<file path="config.mk">
export PLATFORM = sky130hd
export DESIGN_NAME = rr_decode_arbiter
export DESIGN_NICKNAME = d
export VERILOG_FILES = /design/src/rtl/rr_decode_arbiter.sv
export SDC_FILE = /design/constraint.sdc
export NUM_CORES = 1
export LEC_CHECK = 0
export ABC_AREA = 1
export CAP_MARGIN = 20
export CORE_ASPECT_RATIO = 1.1
export CORE_MARGIN = 2
export CORE_UTILIZATION = 47
export DETAILED_ROUTE_END_ITERATION = 8
export PLACE_DENSITY = 0.69
export SLEW_MARGIN = 20
export SYNTH_ARGS = -nofsm -noshare
export SYNTH_HDL_FRONTEND = slang
export SYNTH_SLANG_ARGS = --single-unit
</file>
<file path="constraint.sdc">
create_clock -name clk -period 3.2 [get_ports clk]
set_input_delay 0.32 -clock clk [delete_from_list [all_inputs] [get_ports clk]]
set_output_delay 0.32 -clock clk [all_outputs]
set_load 0.02 [all_outputs]
</file>
<file path="src/rtl/rr_decode_arbiter.sv">
// ============================================================================
// Module   : rr_decode_arbiter
// Purpose  : 4-way round-robin arbiter with hold-limit preemption and
//            registered one-hot / binary grant outputs.
// Revision : 1.0 - initial release
// ============================================================================
`default_nettype none

module rr_decode_arbiter #(
   parameter int MAX_HOLD = 8
) (
   input  logic       clk,
   input  logic       rst_n,
   input  logic [3:0] req,
   input  logic       done,
   output logic [3:0] gnt,
   output logic [1:0] gnt_idx,
   output logic       gnt_valid,
   output logic       preempt
);

   typedef enum logic [0:0] {
      ST_IDLE  = 1'b0,
      ST_GRANT = 1'b1
   } state_t;

   localparam logic [7:0] c_hold_last = 8'(MAX_HOLD - 1);

   state_t     r_state;
   state_t     w_state_nxt;
   logic [1:0] r_ptr;
   logic [1:0] w_ptr_nxt;
   logic [7:0] r_hold_cnt;
   logic [7:0] w_hold_nxt;
   logic [3:0] w_gnt_nxt;
   logic [1:0] w_idx_nxt;
   logic       w_valid_nxt;
   logic       w_preempt_nxt;

   logic       w_hold_lim;
   logic       w_release;
   logic [1:0] w_arb_ptr;
   logic [7:0] w_req_dbl;
   logic [3:0] w_rot;
   logic [1:0] w_off;
   logic       w_any;
   logic [1:0] w_win;

   assign w_hold_lim = (r_hold_cnt == c_hold_last);
   assign w_release  = (r_state == ST_GRANT) && (done || !req[gnt_idx] || w_hold_lim);

   // On a release the search starts just past the holder, so it ends up last.
   assign w_arb_ptr  = w_release ? (gnt_idx + 2'd1) : r_ptr;
   assign w_req_dbl  = {req, req};
   assign w_rot      = w_req_dbl[{1'b0, w_arb_ptr} +: 4];
   assign w_any      = |req;

   always_comb begin
      w_off = 2'd0;
      casez (w_rot)
         4'b???1: w_off = 2'd0;
         4'b??10: w_off = 2'd1;
         4'b?100: w_off = 2'd2;
         4'b1000: w_off = 2'd3;
         default: w_off = 2'd0;
      endcase
   end

   assign w_win = w_arb_ptr + w_off;

   always_comb begin
      w_state_nxt   = r_state;
      w_ptr_nxt     = r_ptr;
      w_hold_nxt    = r_hold_cnt;
      w_gnt_nxt     = gnt;
      w_idx_nxt     = gnt_idx;
      w_valid_nxt   = gnt_valid;
      w_preempt_nxt = 1'b0;

      case (r_state)
         ST_IDLE: begin
            if (w_any) begin
               w_state_nxt = ST_GRANT;
               w_idx_nxt   = w_win;
               w_gnt_nxt   = 4'b0001 << w_win;
               w_valid_nxt = 1'b1;
               w_hold_nxt  = 8'd0;
            end else begin
               w_gnt_nxt   = 4'b0000;
               w_valid_nxt = 1'b0;
            end
         end
         ST_GRANT: begin
            if (w_release) begin
               w_ptr_nxt     = gnt_idx + 2'd1;
               w_preempt_nxt = w_hold_lim && !done && req[gnt_idx];
               w_hold_nxt    = 8'd0;
               if (w_any) begin
                  w_idx_nxt   = w_win;
                  w_gnt_nxt   = 4'b0001 << w_win;
                  w_valid_nxt = 1'b1;
               end else begin
                  w_state_nxt = ST_IDLE;
                  w_gnt_nxt   = 4'b0000;
                  w_valid_nxt = 1'b0;
               end
            end else begin
               w_hold_nxt = r_hold_cnt + 8'd1;
            end
         end
         default: begin
            w_state_nxt = ST_IDLE;
            w_gnt_nxt   = 4'b0000;
            w_valid_nxt = 1'b0;
         end
      endcase
   end

   always_ff @(posedge clk or negedge rst_n) begin
      if (!rst_n) begin
         r_state    <= ST_IDLE;
         r_ptr      <= 2'd0;
         r_hold_cnt <= 8'd0;
         gnt        <= 4'b0000;
         gnt_idx    <= 2'd0;
         gnt_valid  <= 1'b0;
         preempt    <= 1'b0;
      end else begin
         r_state    <= w_state_nxt;
         r_ptr      <= w_ptr_nxt;
         r_hold_cnt <= w_hold_nxt;
         gnt        <= w_gnt_nxt;
         gnt_idx    <= w_idx_nxt;
         gnt_valid  <= w_valid_nxt;
         preempt    <= w_preempt_nxt;
      end
   end

endmodule

`default_nettype wire

</file>
==> impl_results.md, run 1 <==
* Setup slack, reg-to-reg at 450 ps
* Core ar. at 2450 µm²
* Synth area leaders: dfrtp_1 40%, nand2_1 13%, nand3_1 9.6%, nand2_2 5.8%, inv_1 5.3%
* Top cell type's share of synthesized area at 0.398
* NetSw at 0.776 mW
* CP Buf/Inv Count at 2
* Clock Sinks at 19
* Reg2Reg Depth at 20
* FFs w/ async S/R, synth at 1.00
* # port buffers at 14
* Post-DR vias/cell at 5.20
* Max FO, Critical Path at 7
* Critical path depth at 20
* Fin. Hold Viols at 0
* Synth warnings at 0
* Commonest non-fill, non-tap cell in the layout: nand2_1
* Final count of pins violating max slew at 0
* CP Data Arrival Time at 2940 ps
* Critical path startpoint category: flip-flop
* CP most frequent cell: nand2_1
* Slew margin rel. at 0.442
* Internal power at 0.732 mW
* Min-Delay Path Class: in -> async
* Largest area contributor in the netlist: dfrtp_1
* Max cap viols at 0
* Switching Fraction at 0.515
* Drc violations at 0
* Outcome: finished clean
* RSZ-0062 raised after global routing: false
* Logic pwr share at 0.680
* Sequential fraction of the synthesis area at 0.398
* Final Net Count at 182
* Chip Height at 56.9 µm
* Post-synth EDFFs at 0
* Number of cell rows at 19
* DRT Pass-1 Iters at 4
* Leak at 0.690 nW
* DR iter-0 viols at 39
* Maximum vdd drop at 0.860 mV
* Pwr dens at 1070 nW/µm²
* Count of final setup violators at 0
* Nature of the critical path endpoint: flip-flop
* All-layer global routing usage at 0.190
* Htree depth at 1
* Post-synth cell types at 23
* Vias in the first global route at 989
* CTS Buffer Depth at 2
* Max incr delay on CP at 400 ps
* DRT antenna net count at 0
* Fin Setup TNS at 0 ps
* Period Utilization, post-route at 0.859
* Mapped Area at 1190 µm²
* Ys flop type: dfrtp_1
* Layout cells sized above 1 at 0.151
* Largest net degree at the start of global routing at 20
* Fillers at 231
* Critical Path RT at 3390 ps
* Worst-path cell chain: ha_1 -> nand2_1 -> nor2_1 -> nand2_1 -> nand3_4 -> nand3_2 -> nand2_4 -> nand2_1 -> nand3_1 -> nand2_2 -> a31oi_1 -> nor2_1 -> ha_1 -> inv_1 -> xor2_1 -> inv_1 -> nand3_2 -> nand2_2 -> nand2_1 -> nand2_1
* CTS tree: built
* R2R Path End: gnt[0]
* Tightest Pin Transition at 834 ps
* Sequential Power Share at 0.241
* Ports at 15
* Setup bufs post-CTS at 0
* Worst R2R Start: r_hold_cnt[0]
* Post-CTS resize count at 0
* Seq cells post-synth at 19
* Die area at 2960 µm²
* Post-CTS Hold Buffers at 0
* Synthesized area per cell at 7.80 µm²
* Top delay family on crit path: simple AND/OR/NAND/NOR gates
* Number of CTS-inserted buffers at 3
* Worst skew pair latency at 290 ps
* Clock power share at 0.079
* Area Growth Syn to Fin at 17.8%
* Root Driver: clkbuf_4
* Initial core utilization at 0.487
* Most frequent cells in the layout: 40 x nand2_1, 23 x nand3_1, 19 x dfrtp_1, 17 x inv_1, 14 x clkdlybuf4s50_1
* # diodes at 0
* Final core utilization at 0.574
* Net Count, Synth at 162
* Clock transition at path regs at 100 ps
* Worst path slowest cell: dfrtp_1
* Fmax at 0.364 GHz
* DR vias at 1,055
* Crit path time final at 2750 ps
* Clock skew at 3.30 ps
* Routability cong. at 0.850
* Initial antenna violation count at 0
* Grt total ovfl at 0
* Syn Inst Count at 153
* Routed WL per cell at 11.9 µm
* Critical setup path kind: reg -> reg
* First-pass GRT wire length at 4.28 mm
* Die W at 52.1 µm
* Hpwl dp at 1.89 mm
* Routed WL at 2.42 mm
[per-layer routing]
layer	up-vias	share of wire	track usage
met5	-	0	0
met4	0	0.014	0.0865
met3	4	0.025	0.0239
met2	17	0.50	0.316
met1	500	0.46	0.240
li1	534	-	-
[worst max path at each step]
stage                        from      to  slack (ps)
finish              r_hold_cnt[0]  gnt[0]         450
global route        r_hold_cnt[0]  gnt[1]         150
CTS                 r_hold_cnt[0]  gnt[1]         430
detailed placement         req[3]  gnt[1]         200
global placement           req[3]  gnt[1]         290
floorplan           r_hold_cnt[0]  gnt[0]         780
[state kept, by name (all words and copies together) (netlist names)]
| signal | flops |
|---|---|
| gnt | 4 |
| gnt_idx | 2 |
| gnt_valid | 1 |
| preempt | 1 |
| r_hold_cnt | 8 |
| r_ptr | 2 |
| r_state | 1 |
[power groups by stage]
stage	clock, mW	sequential, mW	combinational [mW]
after floorplan	0	0.406	0.739
after global placement	0	0.366	0.986
after detailed placement	0	0.367	1.04
after CTS	0.124	0.362	1.04
after global routing	0.139	0.372	1.15
final	0.119	0.363	1.03
[synthesized netlist by cell type, types with 2 or more instances]
cell type  count
ha_1           2
xor2_1         6
nor2_1        11
nand2_1       40
nand2_2       11
nor3_1         2
o32ai_1        2
nand3_2        4
nand2_4        3
inv_1         17
o21ai_0        3
nand3_1       23
dfrtp_1       19
[layout make-up]
cell class | instances | area, µm² | share of cell area
Multi-Input combinational cell | 116 | 651 | 0.463
Tap cell | 31 | 38.8 | 0.0276
Clock buffer | 4 | 26.3 | 0.0187
Timing Repair Buffer | 15 | 148 | 0.105
Sequential cell | 19 | 475 | 0.338
Inverter | 18 | 67.6 | 0.0480
[cell families after synthesis]
kind of cell             share of synthesized area
AND/OR/NAND/NOR                              0.420
flip-flops                                   0.398
buffers and inverters                       0.0566
AO/OA/AOI/OAI                               0.0524
XOR/XNOR                                    0.0514
adder cells (fa/ha/maj)                     0.0210
[through the flow]
step	instances	hold WS [ps]	power [mW]	setup slack (ps)	instance area, µm²
floorplan	153	24.4	1.14	778	1190
global placement	199	466	1.35	293	1380
detailed placement	199	473	1.40	204	1380
CTS	203	497	1.52	432	1410
global route	203	530	1.66	155	1410
finish	203	490	1.51	450	1410
Note: power is estimated with default switching activity, not from simulation.
==> run 2: changes to the inputs <==
CTS_CLUSTER_DIAMETER = 80   (was default)
==> results of run 2 <==
The final DEF is identical to that of run 1; final timing and power are the same.
